## src/rtl/battle_core.sv

```systemverilog
// battle_core: turn-based bullet-dodge battle engine.
// Menu/aim/damage/dodge FSM, player avatar and an 8-slot bullet field with collision.

module battle_slot #(
  parameter int IDX = 0
) (
  input  logic       clk,
  input  logic       reset,
  input  logic       i_init,
  input  logic       i_clear,
  input  logic       i_step,
  input  logic       i_chk,
  input  logic [7:0] i_px,
  input  logic [7:0] i_py,
  output logic       o_act,
  output logic [7:0] o_x,
  output logic [7:0] o_y,
  output logic       o_hit
);
  localparam logic [7:0] X0  = 8'(16 * IDX + 4);
  localparam logic [7:0] SPD = 8'(2 + (IDX % 4));

  logic       r_act;
  logic [7:0] r_x, r_y;
  logic [7:0] w_dx, w_dy, w_ny;

  assign w_dx  = (i_px >= r_x) ? (i_px - r_x) : (r_x - i_px);
  assign w_dy  = (i_py >= r_y) ? (i_py - r_y) : (r_y - i_py);
  assign w_ny  = r_y + SPD;
  assign o_hit = i_chk && r_act && (w_dx < 8'd8) && (w_dy < 8'd8);
  assign o_act = r_act;
  assign o_x   = r_x;
  assign o_y   = r_y;

  always_ff @(posedge clk) begin
    if (reset) begin
      r_act <= 1'b0;
      r_x   <= 8'd0;
      r_y   <= 8'd0;
    end else if (i_init) begin
      r_act <= 1'b1;
      r_x   <= X0;
      r_y   <= 8'd0;
    end else begin
      // a slot struck this cycle freezes where it was hit
      if (i_step && r_act && !o_hit) r_y <= (w_ny >= 8'd124) ? 8'd0 : w_ny;
      if (i_clear || o_hit) r_act <= 1'b0;
    end
  end
endmodule

module battle_core #(
  parameter int P_HP_MAX    = 100,
  parameter int M_HP_MAX    = 100,
  parameter int DODGE_TICKS = 64
) (
  input  logic        clk,
  input  logic        reset,
  input  logic        tick,
  input  logic [7:0]  key,
  input  logic        keyValid,
  input  logic [2:0]  index,
  output logic [15:0] playerPos,
  output logic [15:0] bulletPos,
  output logic [15:0] bulletSize,
  output logic [2:0]  bulletColor,
  output logic        isRender,
  output logic [7:0]  pHP,
  output logic [7:0]  monHP,
  output logic [7:0]  mstate,
  output logic        isDeath
);
  localparam int         CW   = $clog2(DODGE_TICKS + 1);
  localparam logic [7:0] PHP0 = 8'(P_HP_MAX);
  localparam logic [7:0] MHP0 = 8'(M_HP_MAX);

  typedef enum logic [2:0] {
    MENU = 3'd0, AIM = 3'd1, DAMAGE = 3'd2, DODGE = 3'd3, WIN = 3'd4, LOSE = 3'd5
  } state_t;

  state_t        r_state, w_next;
  logic [7:0]    r_php, r_mon, r_px, r_py;
  logic [3:0]    r_cur;
  logic [4:0]    r_dmg;
  logic [CW-1:0] r_cnt;
  logic          r_isdeath;

  logic w_kf, w_kh, w_kspc, w_kw, w_ks, w_ka, w_kd;
  assign w_kf   = keyValid && (key == 8'h66);
  assign w_kh   = keyValid && (key == 8'h68);
  assign w_kspc = keyValid && (key == 8'h20);
  assign w_kw   = keyValid && (key == 8'h77);
  assign w_ks   = keyValid && (key == 8'h73);
  assign w_ka   = keyValid && (key == 8'h61);
  assign w_kd   = keyValid && (key == 8'h64);

  logic [8:0] w_heal_sum;
  logic [7:0] w_heal;
  assign w_heal_sum = {1'b0, r_php} + 9'd20;
  assign w_heal     = (w_heal_sum > {1'b0, PHP0}) ? PHP0 : w_heal_sum[7:0];

  // damage falls off linearly with cursor distance from centre (8)
  logic [3:0] w_off;
  logic [4:0] w_dmg_calc;
  logic [7:0] w_mon_dmg;
  assign w_off      = (r_cur >= 4'd8) ? (r_cur - 4'd8) : (4'd8 - r_cur);
  assign w_dmg_calc = 5'd20 - {w_off, 1'b0};
  assign w_mon_dmg  = (r_mon > {3'b0, r_dmg}) ? (r_mon - {3'b0, r_dmg}) : 8'd0;

  logic             w_dodge, w_enter, w_clear, w_step, w_dodge_end;
  logic [7:0]       w_act, w_hit;
  logic [7:0][7:0]  w_bx, w_by;
  logic [3:0]       w_nhit;
  logic [7:0]       w_hit_hp, w_php_hit;

  assign w_dodge     = (r_state == DODGE);
  assign w_step      = w_dodge && tick;
  assign w_dodge_end = tick && (r_cnt == CW'(DODGE_TICKS - 1));

  always_comb begin
    w_nhit = 4'd0;
    for (int i = 0; i < 8; i++) w_nhit = w_nhit + {3'b0, w_hit[i]};
  end
  assign w_hit_hp  = {2'b0, w_nhit, 2'b0} + {4'b0, w_nhit};
  assign w_php_hit = (r_php > w_hit_hp) ? (r_php - w_hit_hp) : 8'd0;

  for (genvar g = 0; g < 8; g++) begin : g_slot
    battle_slot #(.IDX(g)) u_slot (
      .clk    (clk),
      .reset  (reset),
      .i_init (w_enter),
      .i_clear(w_clear),
      .i_step (w_step),
      .i_chk  (w_dodge),
      .i_px   (r_px),
      .i_py   (r_py),
      .o_act  (w_act[g]),
      .o_x    (w_bx[g]),
      .o_y    (w_by[g]),
      .o_hit  (w_hit[g])
    );
  end

  always_ff @(posedge clk) begin
    if (reset) r_state <= MENU;
    else       r_state <= w_next;
  end

  always_comb begin
    w_next  = r_state;
    w_enter = 1'b0;
    case (r_state)
      MENU: begin
        if (w_kf) w_next = AIM;
        else if (w_kh) begin
          w_next  = DODGE;
          w_enter = 1'b1;
        end
      end
      AIM:    if (w_kspc) w_next = DAMAGE;
      DAMAGE: begin
        if (w_mon_dmg == 8'd0) w_next = WIN;
        else begin
          w_next  = DODGE;
          w_enter = 1'b1;
        end
      end
      // death outranks the end of the phase
      DODGE: begin
        if (w_php_hit == 8'd0) w_next = LOSE;
        else if (w_dodge_end)  w_next = MENU;
      end
      default: ;
    endcase
  end
  assign w_clear = w_dodge && (w_next == MENU);

  always_ff @(posedge clk) begin
    if (reset) begin
      r_php     <= PHP0;
      r_mon     <= MHP0;
      r_px      <= 8'd60;
      r_py      <= 8'd100;
      r_cur     <= 4'd0;
      r_dmg     <= 5'd0;
      r_cnt     <= '0;
      r_isdeath <= 1'b0;
    end else begin
      r_isdeath <= (w_next == LOSE);
      case (r_state)
        MENU: begin
          if (w_kf)      r_cur <= 4'd0;
          else if (w_kh) r_php <= w_heal;
        end
        AIM: begin
          if (w_kspc)    r_dmg <= w_dmg_calc;
          else if (tick) r_cur <= r_cur + 4'd1;
        end
        DAMAGE: r_mon <= w_mon_dmg;
        DODGE: begin
          r_php <= w_php_hit;
          if (tick) r_cnt <= r_cnt + CW'(1);
          if (w_kw)      r_py <= (r_py < 8'd4)   ? 8'd0   : r_py - 8'd4;
          else if (w_ks) r_py <= (r_py > 8'd116) ? 8'd120 : r_py + 8'd4;
          else if (w_ka) r_px <= (r_px < 8'd4)   ? 8'd0   : r_px - 8'd4;
          else if (w_kd) r_px <= (r_px > 8'd116) ? 8'd120 : r_px + 8'd4;
        end
        default: ;
      endcase
      if (w_enter) begin
        r_px  <= 8'd60;
        r_py  <= 8'd100;
        r_cnt <= '0;
      end
    end
  end

  assign playerPos   = {r_px, r_py};
  assign bulletPos   = {w_bx[index], w_by[index]};
  assign bulletSize  = {8'd8, 8'd8};
  assign bulletColor = index;
  assign isRender    = w_act[index];
  assign pHP         = r_php;
  assign monHP       = r_mon;
  assign mstate      = {5'd0, r_state};
  assign isDeath     = r_isdeath;
endmodule

```

## config.mk

```make
export PLATFORM = sky130hd
export DESIGN_NAME = battle_core
export DESIGN_NICKNAME = d
export VERILOG_FILES = /design/src/rtl/battle_core.sv
export SDC_FILE = /design/constraint.sdc
export NUM_CORES = 1
export LEC_CHECK = 0
export BUFFER_PORTS_ARGS = -buffer_cell sky130_fd_sc_hd__buf_2
export CAP_MARGIN = 20
export CELL_PAD_IN_SITES_DETAIL_PLACEMENT = 2
export CELL_PAD_IN_SITES_GLOBAL_PLACEMENT = 2
export CORE_ASPECT_RATIO = 0.7
export CORE_MARGIN = 8
export CORE_UTILIZATION = 30
export DETAILED_ROUTE_END_ITERATION = 8
export GPL_TIMING_DRIVEN = 0
export PLACE_DENSITY_LB_ADDON = 0.12
export SYNTH_ARGS = -nofsm -noshare
export SYNTH_HDL_FRONTEND = slang
export SYNTH_SLANG_ARGS = --single-unit
```

## constraint.sdc

```tcl
create_clock -name clk -period 17.6 [get_ports clk]
set_clock_uncertainty 0.1 [all_clocks]
set_input_delay 0.88 -clock clk [delete_from_list [all_inputs] [get_ports clk]]
set_output_delay 0.88 -clock clk [all_outputs]
set_load 0.03 [all_outputs]
```

==> results by group, run 1 <==
Status
  – Status: finished, final reports clean

Cells and area
  – Layout area overhead: 13.4%
  – Fin area: 15,100 um2
  – Fin nets: 2,004
  – Layout cell share with drive strength beyond 1: 11.2%

Timing
  – Fin. max-slew vios: 0
  – Hold Vio Cnt, Final: 0
  – RSZ-0062 raised after global routing: false
  – Final Setup Violations: 0
  – Worst slew pin tran: 1.11 ns
  – Final period util: 62.2%
  – Fmax achieved: 91.3 MHz
  – Worst hold slack: 0.366 ns
  – Slew HR: 25.7%
  – Tmin final: 10.96 ns
  – Fin Setup TNS: 0 ns

Logic synthesis
  – Register area share after synthesis: 17.1%
  – Synth Register Bits: 114
  – Post-synthesis compound-gate area fraction: 27.9%
  – Xor and xnor area share after synthesis: 4.53%
  – Yosys warning total: 0
  – Mux cell area share after synthesis: 6.06%
  – Unique masters post-synth: 97
  – Cell Area, Synth: 13,300 um2
  – Largest family of logic cells by synthesized area: compound AO/OA/AOI/OAI gates
  – EDFF count, synth: 0
  – Adder-cell share of the synthesized area: 14.6%
  – Synth async-reset ratio: 0%
  – Gate Count Post-Synth: 1,732
  – Simple-Gate Fraction of Synth Area: 22.2%
  – Primary FF master, synth: dfxtp_1
  – Mean Syn Cell Area: 7.70 um2

GRT
  – Largest net degree at the start of global routing: 17
  – GRT overflow: 0
  – First-pass GRT wire length: 90,000 um
  – Initial antenna violation count: 1
  – All-Layer GR Usage: 22.4%
  – Vias in the first global route: 14.5k

Detailed routing
  – Post-route DRC: 0
  – Final WL: 58,800 um
  – Drt first pass iters: 6
  – Vias per cell: 5.78
  – Wirelength per Cell: 24.0 um
  – Final antenna-violating net count: 0
  – Vias after detailed routing: 14.1k
  – DRT iter0 DRCs: 781

Power and ir drop
  – Sw Share: 39.0%
  – Clk pwr share: 38.4%
  – Part of the power in registers: 32.1%
  – Int Pwr: 0.000588 W
  – Leakage power: 5.87 nW
  – Max IR drop VDD: 0.0800 mV
  – Switching pwr: 0.000375 W
  – Power density over the cells: 63.8 nW/um2
  – Comb power frac: 29.5%

Hold path
  – Worst hold path class: register to register

Clock tree
  – CTS tree: yes
  – PostCTS Resize Cnt: 0
  – Sink Count: 114
  – Clk buf depth: 2
  – Clock root cell: clkbuf_16
  – Postcts setup bufs: 0
  – CTS buffer count: 17
  – Clock latency at the later pin of the worst-skew pair: 0.44 ns
  – Cts hold-fix bufs: 0
  – CTS H-tree lvls: 4
  – CTS clk-pin slew, worst paths: 0.06 ns

Die
  – Initial Util: 30.4%
  – Core Region: 43,800 um2
  – IO Pins: 92
  – Die H: 192 um
  – Die ar.: 51,500 um2
  – Row cnt: 64
  – Die width: 268 um

Placement
  – Placer Congestion: 0.851
  – Buffers on Ports: 59
  – Dpl cell area: 14,500 um2
  – Detail Placement HPWL: 46,100 um

Setup path
  – Worst-path maximum fanout: 15
  – Slowest stage cell, crit path: dfxtp_1
  – CP Data Arrival Time: 11.23 ns
  – Crit path largest cell delay: 1.05 ns
  – Crit start category: register
  – CP Class: register to register
  – Worst EP required: 17.87 ns
  – Crit. End Element: register

Flow run
  – Max cap viols: 0
flip-flops by register name, indices dropped and copies added (netlist names):
name	count
r_px	6
r_cnt	7
pHP	8
g_slot.u_slot.o_act	8
r_py	6
monHP	8
r_dmg	4
g_slot.u_slot.o_y	58
r_state	3
g_slot.u_slot.o_x	1
r_cur	4
isDeath	1
critical path: cells and delay by family, from the launching register on:
kind / cells / cell delay [ns]
simple gates: 5 / 2.36
compound gates: 8 / 2.24
fa+ha+maj: 9 / 3.43
xor+xnor: 2 / 0.43
flops: 1 / 1.05
buf+inv: 6 / 1.25
stage by stage:
step / std cells / utilization, % / setup WS, ns / total power (W)
6_report: 2445 / 34.5 / 6.64 / 0.000963
5_1_grt: 2444 / 34.5 / 6.29 / 0.00100
4_1_cts: 2444 / 34.5 / 6.66 / 0.000967
3_5_place_dp: 2413 / 33.1 / 6.70 / 0.000594
3_3_place_gp: 2412 / 33.0 / 6.80 / 0.000587
2_1_floorplan: 1759 / - / 8.78 / 0.000474
power by group through the flow:
stage	Sequential (W)	Combinational, W	Clock, W
4_1_cts	0.000308	0.000282	0.000377
3_3_place_gp	0.000313	0.000275	0
6_report	0.000309	0.000284	0.000370
3_5_place_dp	0.000313	0.000281	0
5_1_grt	0.000311	0.000302	0.000388
2_1_floorplan	0.000309	0.000165	0
metal layers:
metal | global-route usage [%] | routed length, um | up-vias
met5 | 0 | 0 | -
met4 | 5.61 | 1130 | 0
met3 | 3.92 | 3030 | 63
met2 | 33.9 | 24800 | 300
met1 | 32.6 | 29800 | 7147
li1 | - | - | 6612
path summary, 6_finish.rpt:
path | from | end | slack (ns) | depth (start not counted)
worst max-delay path | r_py[4]$_SDFFE_PP0P_ | g_slot[7].u_slot.o_act$_SDFFE_PP0P_ | 6.64 | 30
worst min-delay path | r_dmg[4]$_SDFFE_PP0P_ | r_dmg[4]$_SDFFE_PP0P_ | 0.37 | 2
worst max register to register | r_py[4]$_SDFFE_PP0P_ | g_slot[7].u_slot.o_act$_SDFFE_PP0P_ | 6.64 | 30
worst min register to register | r_dmg[4]$_SDFFE_PP0P_ | r_dmg[4]$_SDFFE_PP0P_ | 0.37 | 2
logic make-up (layout without fill, tap and decap cells):
kind of cell | Yosys count | in the layout
AO/OA/AOI/OAI | 539 | 539
adder cells (fa/ha/maj) | 151 | 151
flip-flops | 114 | 114
XOR/XNOR | 69 | 69
AND/OR/NAND/NOR | 571 | 571
buffers and inverters | 228 | 319
other | 2 | 30
multiplexers | 58 | 58
layout make-up:
type                    instances  area, um2
diodes                          1       2.50
plain buffers                  94        503
clock buffers                  22        474
clock inverters                 9        130
fillers                      5155      28700
inverters                     134        505
multi-input cells            1417      10100
flip-flops and latches        114       2280
well taps                     594        743
repair buffers                 60        323
layout by cell type, fill, tap and decap left out, types with 10 or more instances in the layout:
master     Yosys  routed
o31ai_1       23      23
o22ai_1       10      10
nand2b_1      19      19
a31oi_1       20      20
buf_2         10      69
o21a_1        25      25
o211ai_1      29      29
clkbuf_16      0      17
a211oi_1      23      23
o32ai_1       24      24
a21oi_1      119     119
and3_1        24      24
nand2_1       98      98
buf_4         32      32
mux2_2        12      12
nor3_1        59      59
nand3_1       72      72
and2_1        17      17
inv_1        132     132
xnor2_1       47      47
a21o_1        24      24
mux4_2        16      16
o21ai_0      103     103
mux2i_1       29      29
or3_1         25      25
nor2_1       132     132
xor2_1        22      22
nand4_1       27      27
ha_1         144     144
clkbuf_1      42      44
a21boi_0      12      12
o41ai_1       13      13
nor2b_1       23      23
conb_1         2      29
nor4_1        12      11
dfxtp_1      114     114
Yosys cell counts (8+ instances only):
master | number | area [um2]
mux2i_1 | 29 | 290
nand4_1 | 27 | 169
dfxtp_1 | 114 | 2280
nand3_1 | 72 | 360
xor2_1 | 22 | 193
and2_1 | 17 | 106
o41ai_1 | 13 | 114
inv_1 | 132 | 495
nor3_1 | 59 | 295
a31o_2 | 9 | 78.8
nand4b_1 | 8 | 70.1
a211oi_1 | 23 | 173
clkbuf_1 | 42 | 158
a21oi_1 | 119 | 596
o211ai_1 | 29 | 218
a22oi_1 | 9 | 67.6
nor4_1 | 12 | 75.1
nor2_1 | 132 | 495
buf_2 | 10 | 50.1
o22ai_1 | 10 | 62.6
nand2_1 | 98 | 368
o21ai_0 | 103 | 515
and3_1 | 24 | 150
buf_4 | 32 | 240
a31oi_1 | 20 | 125
ha_1 | 144 | 1800
or2_2 | 9 | 56.3
xnor2_1 | 47 | 412
mux2_2 | 12 | 135
mux4_2 | 16 | 360
nand3b_1 | 9 | 67.6
nor2b_1 | 23 | 144
o21a_1 | 25 | 188
nand2b_1 | 19 | 119
a21o_1 | 24 | 180
a21boi_0 | 12 | 90.1
o31ai_1 | 23 | 173
or3_1 | 25 | 156
o32ai_1 | 24 | 210
Note: power is estimated with default switching activity, not from simulation.
==> inputs of run 2 (changes only) <==
==> constraint.sdc (replaced) <==
create_clock -name clk -period 9.3 [get_ports clk]
set_clock_uncertainty 0.1 [all_clocks]
set_input_delay 0.465 -clock clk [delete_from_list [all_inputs] [get_ports clk]]
set_output_delay 0.465 -clock clk [all_outputs]
set_load 0.03 [all_outputs]
==> run 2 against run 1 <==
Net effect: non-clock buffer count increased by 29; critical path depth rose by 2; count of clock-buffer cells in the layout stayed put; sequential power is 90% higher; sequential share of layout area decreased by 0.26 points; sequential cell count did not move; largest cell class unchanged; highest routed layer unchanged.
==> results by group, run 2 (synthesized netlist as in run 1, its figures left out) <==
Detailed routing
  – DRT iter0 DRCs: 919
  – Wirelength per Cell: 24.3 um
  – Final antenna-violating net count: 0
  – Vias per cell: 5.78
  – Final WL: 60,200 um
  – Post-route DRC: 0
  – Vias after detailed routing: 14.3k
  – Drt first pass iters: 5

Clock tree
  – Cts hold-fix bufs: 0
  – Clock latency at the later pin of the worst-skew pair: 0.44 ns
  – Sink Count: 114
  – CTS H-tree lvls: 4
  – Clock root cell: clkbuf_16
  – CTS clk-pin slew, worst paths: 0.06 ns
  – Clk buf depth: 2
  – CTS tree: yes
  – CTS buffer count: 17

Placement
  – Placer Congestion: 0.851
  – Worst slack, placed: -1.60 ns
  – Inst Count DP: 2,413
  – Buffers on Ports: 59
  – Dpl cell area: 14,500 um2
  – Detail Placement HPWL: 46,100 um

GRT
  – All-Layer GR Usage: 22.9%
  – First-pass GRT wire length: 91,600 um
  – GRT overflow: 0
  – Initial antenna violation count: 2
  – Largest net degree at the start of global routing: 17
  – Vias in the first global route: 14.7k

Hold path
  – WHS Endpoint: r_dmg[4]$_SDFFE_PP0P_
  – Cells on Worst Hold Path: 2
  – Hold path start: r_dmg[4]$_SDFFE_PP0P_
  – Worst hold path class: register to register

Timing
  – Hold Vio Cnt, Final: 0
  – Tmin final: 9.05 ns
  – Worst slew pin tran: 1.14 ns
  – Slew HR: 23.9%
  – Final WS setup: 0.249 ns
  – Final period util: 97.3%
  – Fmax achieved: 110 MHz
  – Fin. max-slew vios: 0
  – Final Setup Violations: 0

Setup path
  – R2R Path End: g_slot[7].u_slot.o_act$_SDFFE_PP0P_
  – Crit. End Element: register
  – Top cell by count, worst path: fa_1
  – Reg2reg path depth: 32
  – Slowest stage cell, crit path: or4bb_4
  – Crit path largest cell delay: 0.61 ns
  – Crit start category: register
  – CP Class: register to register
  – CP Data Arrival Time: 9.33 ns
  – Worst EP required: 9.58 ns
  – Reg2reg setup slack: 0.25 ns
  – Critical R2R Launch: r_py[3]$_SDFFE_PP0P_
  – Worst-path maximum fanout: 9

Die
  – Die ar.: 51,500 um2
  – Die H: 192 um
  – Core Region: 43,800 um2
  – Initial Util: 30.4%
  – Die width: 268 um
  – Row cnt: 64
  – IO Pins: 92

Cells and area
  – Most frequent cells in the layout: 138 x ha_1, 132 x nor2_1, 125 x inv_1
  – Layout area overhead: 16.7%
  – Number of flip-flops in the largest register: 58
  – Fin nets: 2,033
  – Fin area: 15,600 um2
  – Layout cell share with drive strength beyond 1: 15.1%
  – Ant. Diodes: 0
  – Non-filler cells, final: 2,473
  – Leading cell type in the layout, fill and taps excluded: ha_1

Power and ir drop
  – Power Total: 0.00184 W
  – Power density over the cells: 118 nW/um2
  – Leakage power: 6.03 nW
  – Max IR drop VDD: 0.153 mV

Status
  – Status: finished, final reports clean

Flow run
  – Max cap viols: 0
-- run 2: cell types whose count changed in the layout (fill, tap and decap cells not counted), sizes merged --
cell      previous run  this run
clkinv               6         5
inv                133       128
clkbuf              66        65
buf                110       140
clkinvlp             1         7
diode                1         0
-- run 2: metal layers --
layer	part of all wire, %	global-route usage [%]
met3	5.2	3.67
met2	43	34.8
met5	0	0
met4	1.5	5.17
met1	50	33.5
-- run 2: worst max path at each step --
| stage | start | slack, ns | endpoint |
|---|---|---|---|
| 2_1_floorplan | r_py[2]$_SDFFE_PP1P_ | 0.48 | g_slot[1].u_slot.o_act$_SDFFE_PP0P_ |
| 3_3_place_gp | r_py[2]$_SDFFE_PP1P_ | -1.50 | g_slot[5].u_slot.o_act$_SDFFE_PP0P_ |
| 3_5_place_dp | r_py[4]$_SDFFE_PP0P_ | -1.60 | g_slot[5].u_slot.o_act$_SDFFE_PP0P_ |
| 4_1_cts | r_py[2]$_SDFFE_PP1P_ | 0.02 | g_slot[7].u_slot.o_act$_SDFFE_PP0P_ |
| 5_1_grt | r_py[3]$_SDFFE_PP0P_ | -0.04 | g_slot[7].u_slot.o_act$_SDFFE_PP0P_ |
| 6_report | r_py[3]$_SDFFE_PP0P_ | 0.25 | g_slot[7].u_slot.o_act$_SDFFE_PP0P_ |
-- run 2: report_power, final --
part	total, W	switching (W)	internal [W]
Combinational	0.000550	0.000396	0.000155
Sequential	0.000586	0.0000663	0.000520
Clock	0.000703	0.000262	0.000440
Total	0.00184	0.000724	0.00111
-- run 2: worst max-delay path: cells and delay by family, from the launching register on --
kind | cells | cell delay, ns
adders and majority gates | 9 | 3.13
and+or+nand+nor | 7 | 2.75
AOI/OAI and AO/OA | 6 | 1.38
buffers and inverters | 8 | 0.87
DFF | 1 | 0.38
xor gates and xnor gates | 2 | 0.36
-- run 2: final cells by class --
type | count | area, um2
buffer | 90 | 499
clock buffer | 22 | 474
clock inverter | 9 | 130
fill | 5113 | 28200
inverter | 134 | 531
multi-input combinational | 1417 | 10300
sequential | 114 | 2310
tap | 594 | 743
timing repair buffer | 93 | 571
-- run 2: what timing repair did --
action	in CTS	in global routing
buffers inserted	23	10
gates cloned	0	0
setup endpoints to repair	20	15
pin swaps	2	5
gates resized for setup	26	33
-- run 2: metrics by stage --
step / TNS [ns] / util (%) / hold WS, ns
3_3_place_gp: -20.07 / 33.0 / 0.344
2_1_floorplan: 0 / - / 0.332
5_1_grt: -0.141 / 35.5 / 0.395
6_report: 0 / 35.5 / 0.366
4_1_cts: 0 / 35.1 / 0.371
3_5_place_dp: -22.00 / 33.1 / 0.364
==> inputs of run 3 (changes only) <==
--- a/config.mk
+++ b/config.mk
@@ -10,7 +10,6 @@
 export CELL_PAD_IN_SITES_DETAIL_PLACEMENT = 2
 export CELL_PAD_IN_SITES_GLOBAL_PLACEMENT = 2
 export CORE_ASPECT_RATIO = 0.7
-export CORE_MARGIN = 8
 export CORE_UTILIZATION = 30
 export DETAILED_ROUTE_END_ITERATION = 8
 export GPL_TIMING_DRIVEN = 0
==> run 3 against run 2 <==
Net effect: combinational power shrank 2%; sequential cell count is the same; routed wire length shrank 2.3%; utilization shrank 0.064 points; sequential power is essentially flat; non-clock buffer count grew 4.
==> results by group, run 3 (synthesized netlist as in run 1, its figures left out) <==
Status
  – Status: finished, final reports clean

Detailed routing
  – Vias per cell: 5.73
  – Final WL: 58,800 um
  – Drt first pass iters: 5
  – Wirelength per Cell: 23.7 um
  – Post-route DRC: 0
  – Vias after detailed routing: 14.2k
  – DRT iter0 DRCs: 821
  – Final antenna-violating net count: 0

Cells and area
  – Fill count: 5,146
  – Fin nets: 2,037
  – Leading cell type in the layout, fill and taps excluded: ha_1
  – Layout cell share with drive strength beyond 1: 14.7%
  – Layout area overhead: 16.3%
  – Most frequent cells in the layout: 137 x ha_1, 132 x nor2_1, 126 x inv_1
  – Ant. Diodes: 0
  – Fin area: 15,500 um2
  – Number of flip-flops in the largest register: 58

Clock tree
  – Sink Count: 114
  – CTS buffer count: 17
  – Clk buf depth: 2
  – CTS H-tree lvls: 4
  – Clock latency at the later pin of the worst-skew pair: 0.46 ns
  – CTS tree: yes
  – Clock root cell: clkbuf_16
  – Cts hold-fix bufs: 0
  – CTS clk-pin slew, worst paths: 0.06 ns

GRT
  – Vias in the first global route: 14.6k
  – All-Layer GR Usage: 26.0%
  – GRT overflow: 0
  – First-pass GRT wire length: 89,500 um
  – Initial antenna violation count: 3
  – Largest net degree at the start of global routing: 17

Power and ir drop
  – Leakage power: 5.98 nW
  – Int Pwr: 0.00105 W
  – Sw Share: 41.1%
  – Comb power frac: 30.4%
  – Switching pwr: 0.000730 W
  – Max IR drop VDD: 0.103 mV
  – Clk pwr share: 36.8%
  – Power density over the cells: 115 nW/um2
  – Part of the power in registers: 32.8%

Setup path
  – Slowest stage cell, crit path: or4_4
  – CP Data Arrival Time: 9.33 ns
  – Worst-path maximum fanout: 9
  – Crit start category: register
  – CP Class: register to register
  – Crit path largest cell delay: 0.61 ns
  – Crit. End Element: register
  – Worst EP required: 9.60 ns

Die
  – Initial Util: 30.5%
  – Die ar.: 45,300 um2
  – Die width: 254 um
  – Core Region: 43,700 um2
  – IO Pins: 92
  – Row cnt: 64
  – Die H: 178 um

Flow run
  – Max cap viols: 0

Timing
  – Hold Vio Cnt, Final: 0
  – Tmin final: 9.03 ns
  – Fmax achieved: 111 MHz
  – Worst hold slack: 0.373 ns
  – Final period util: 97.1%
  – Slew HR: 26.1%
  – Fin. max-slew vios: 0
  – Final Setup Violations: 0
  – Worst slew pin tran: 1.11 ns

Placement
  – Buffers on Ports: 59
  – Dpl cell area: 14,500 um2
  – Detail Placement HPWL: 45,200 um
  – Placer Congestion: 0.862

Hold path
  – Worst hold path class: register to register
run 3: changes by cell type in the layout (fill, tap and decap cells not counted), moves of 2 or more:
cell	before	now
bufinv_16	3	1
clkinvlp_4	7	10
clkbuf_8	3	1
clkbuf_1	36	40
ha_4	1	3
run 3: metrics by stage:
| step | worst slack (ns) | cells | TNS, ns | util [%] | power [W] |
|---|---|---|---|---|---|
| global route | -0.0783 | 2478 | -0.423 | 35.4 | 0.00184 |
| finish | 0.268 | 2478 | 0 | 35.4 | 0.00178 |
| CTS | 0.0163 | 2466 | 0 | 35.0 | 0.00178 |
| global placement | -1.45 | 2412 | -18.98 | 33.1 | 0.00111 |
| detailed placement | -1.65 | 2413 | -22.83 | 33.1 | 0.00112 |
| floorplan | 0.475 | 1759 | 0 | - | 0.000897 |
run 3: worst max-delay path, delay by kind of cell, from the launching register on:
| kind | cells | cell delay (ns) |
|---|---|---|
| AO/OA/AOI/OAI | 6 | 1.39 |
| XOR/XNOR | 2 | 0.33 |
| adder cells (fa/ha/maj) | 9 | 3.10 |
| buffers and inverters | 8 | 0.96 |
| flip-flops | 1 | 0.37 |
| AND/OR/NAND/NOR | 7 | 2.71 |
run 3: worst paths after layout:
| path | startpoint | to | slack [ns] | cells past startpoint |
|---|---|---|---|---|
| worst min-delay path | monHP[0]$_SDFFE_PP0P_ | monHP[0]$_SDFFE_PP0P_ | 0.37 | 2 |
| worst max-delay path | r_py[3]$_SDFFE_PP0P_ | g_slot[5].u_slot.o_act$_SDFFE_PP0P_ | 0.27 | 32 |
| worst max register to register | r_py[3]$_SDFFE_PP0P_ | g_slot[5].u_slot.o_act$_SDFFE_PP0P_ | 0.27 | 32 |
| worst min register to register | monHP[0]$_SDFFE_PP0P_ | monHP[0]$_SDFFE_PP0P_ | 0.37 | 2 |
run 3: per-layer routing:
metal  vias up  track usage, %  wire [um]
met1      7207            38.3      30600
met4         2            6.38        904
met2       281            39.4      24900
met5         -               0         12
met3        48            3.63       2350
li1       6658               -          -
run 3: layout make-up:
| class | instances | area, um2 | share of cell area (%) |
|---|---|---|---|
| multi-input cells | 1417 | 10300 | 66.3 |
| well taps | 594 | 743 | 4.80 |
| repair buffers | 94 | 576 | 3.71 |
| clock buffers | 20 | 447 | 2.88 |
| flip-flops and latches | 114 | 2310 | 14.9 |
| clock inverters | 12 | 109 | 0.702 |
| inverters | 134 | 529 | 3.42 |
| plain buffers | 93 | 505 | 3.26 |
run 3: repair_timing:
action	in CTS	in global routing
buffers inserted	21	13
gates resized for setup	28	22
endpoints found under the setup margin	20	16
pin swaps	2	6
run 3: power groups by stage:
stage | clock network, W | registers (W) | logic, W
4_1_cts | 0.000662 | 0.000580 | 0.000538
3_5_place_dp | 0 | 0.000592 | 0.000530
2_1_floorplan | 0 | 0.000585 | 0.000311
3_3_place_gp | 0 | 0.000590 | 0.000520
5_1_grt | 0.000682 | 0.000587 | 0.000575
6_report | 0.000653 | 0.000583 | 0.000541
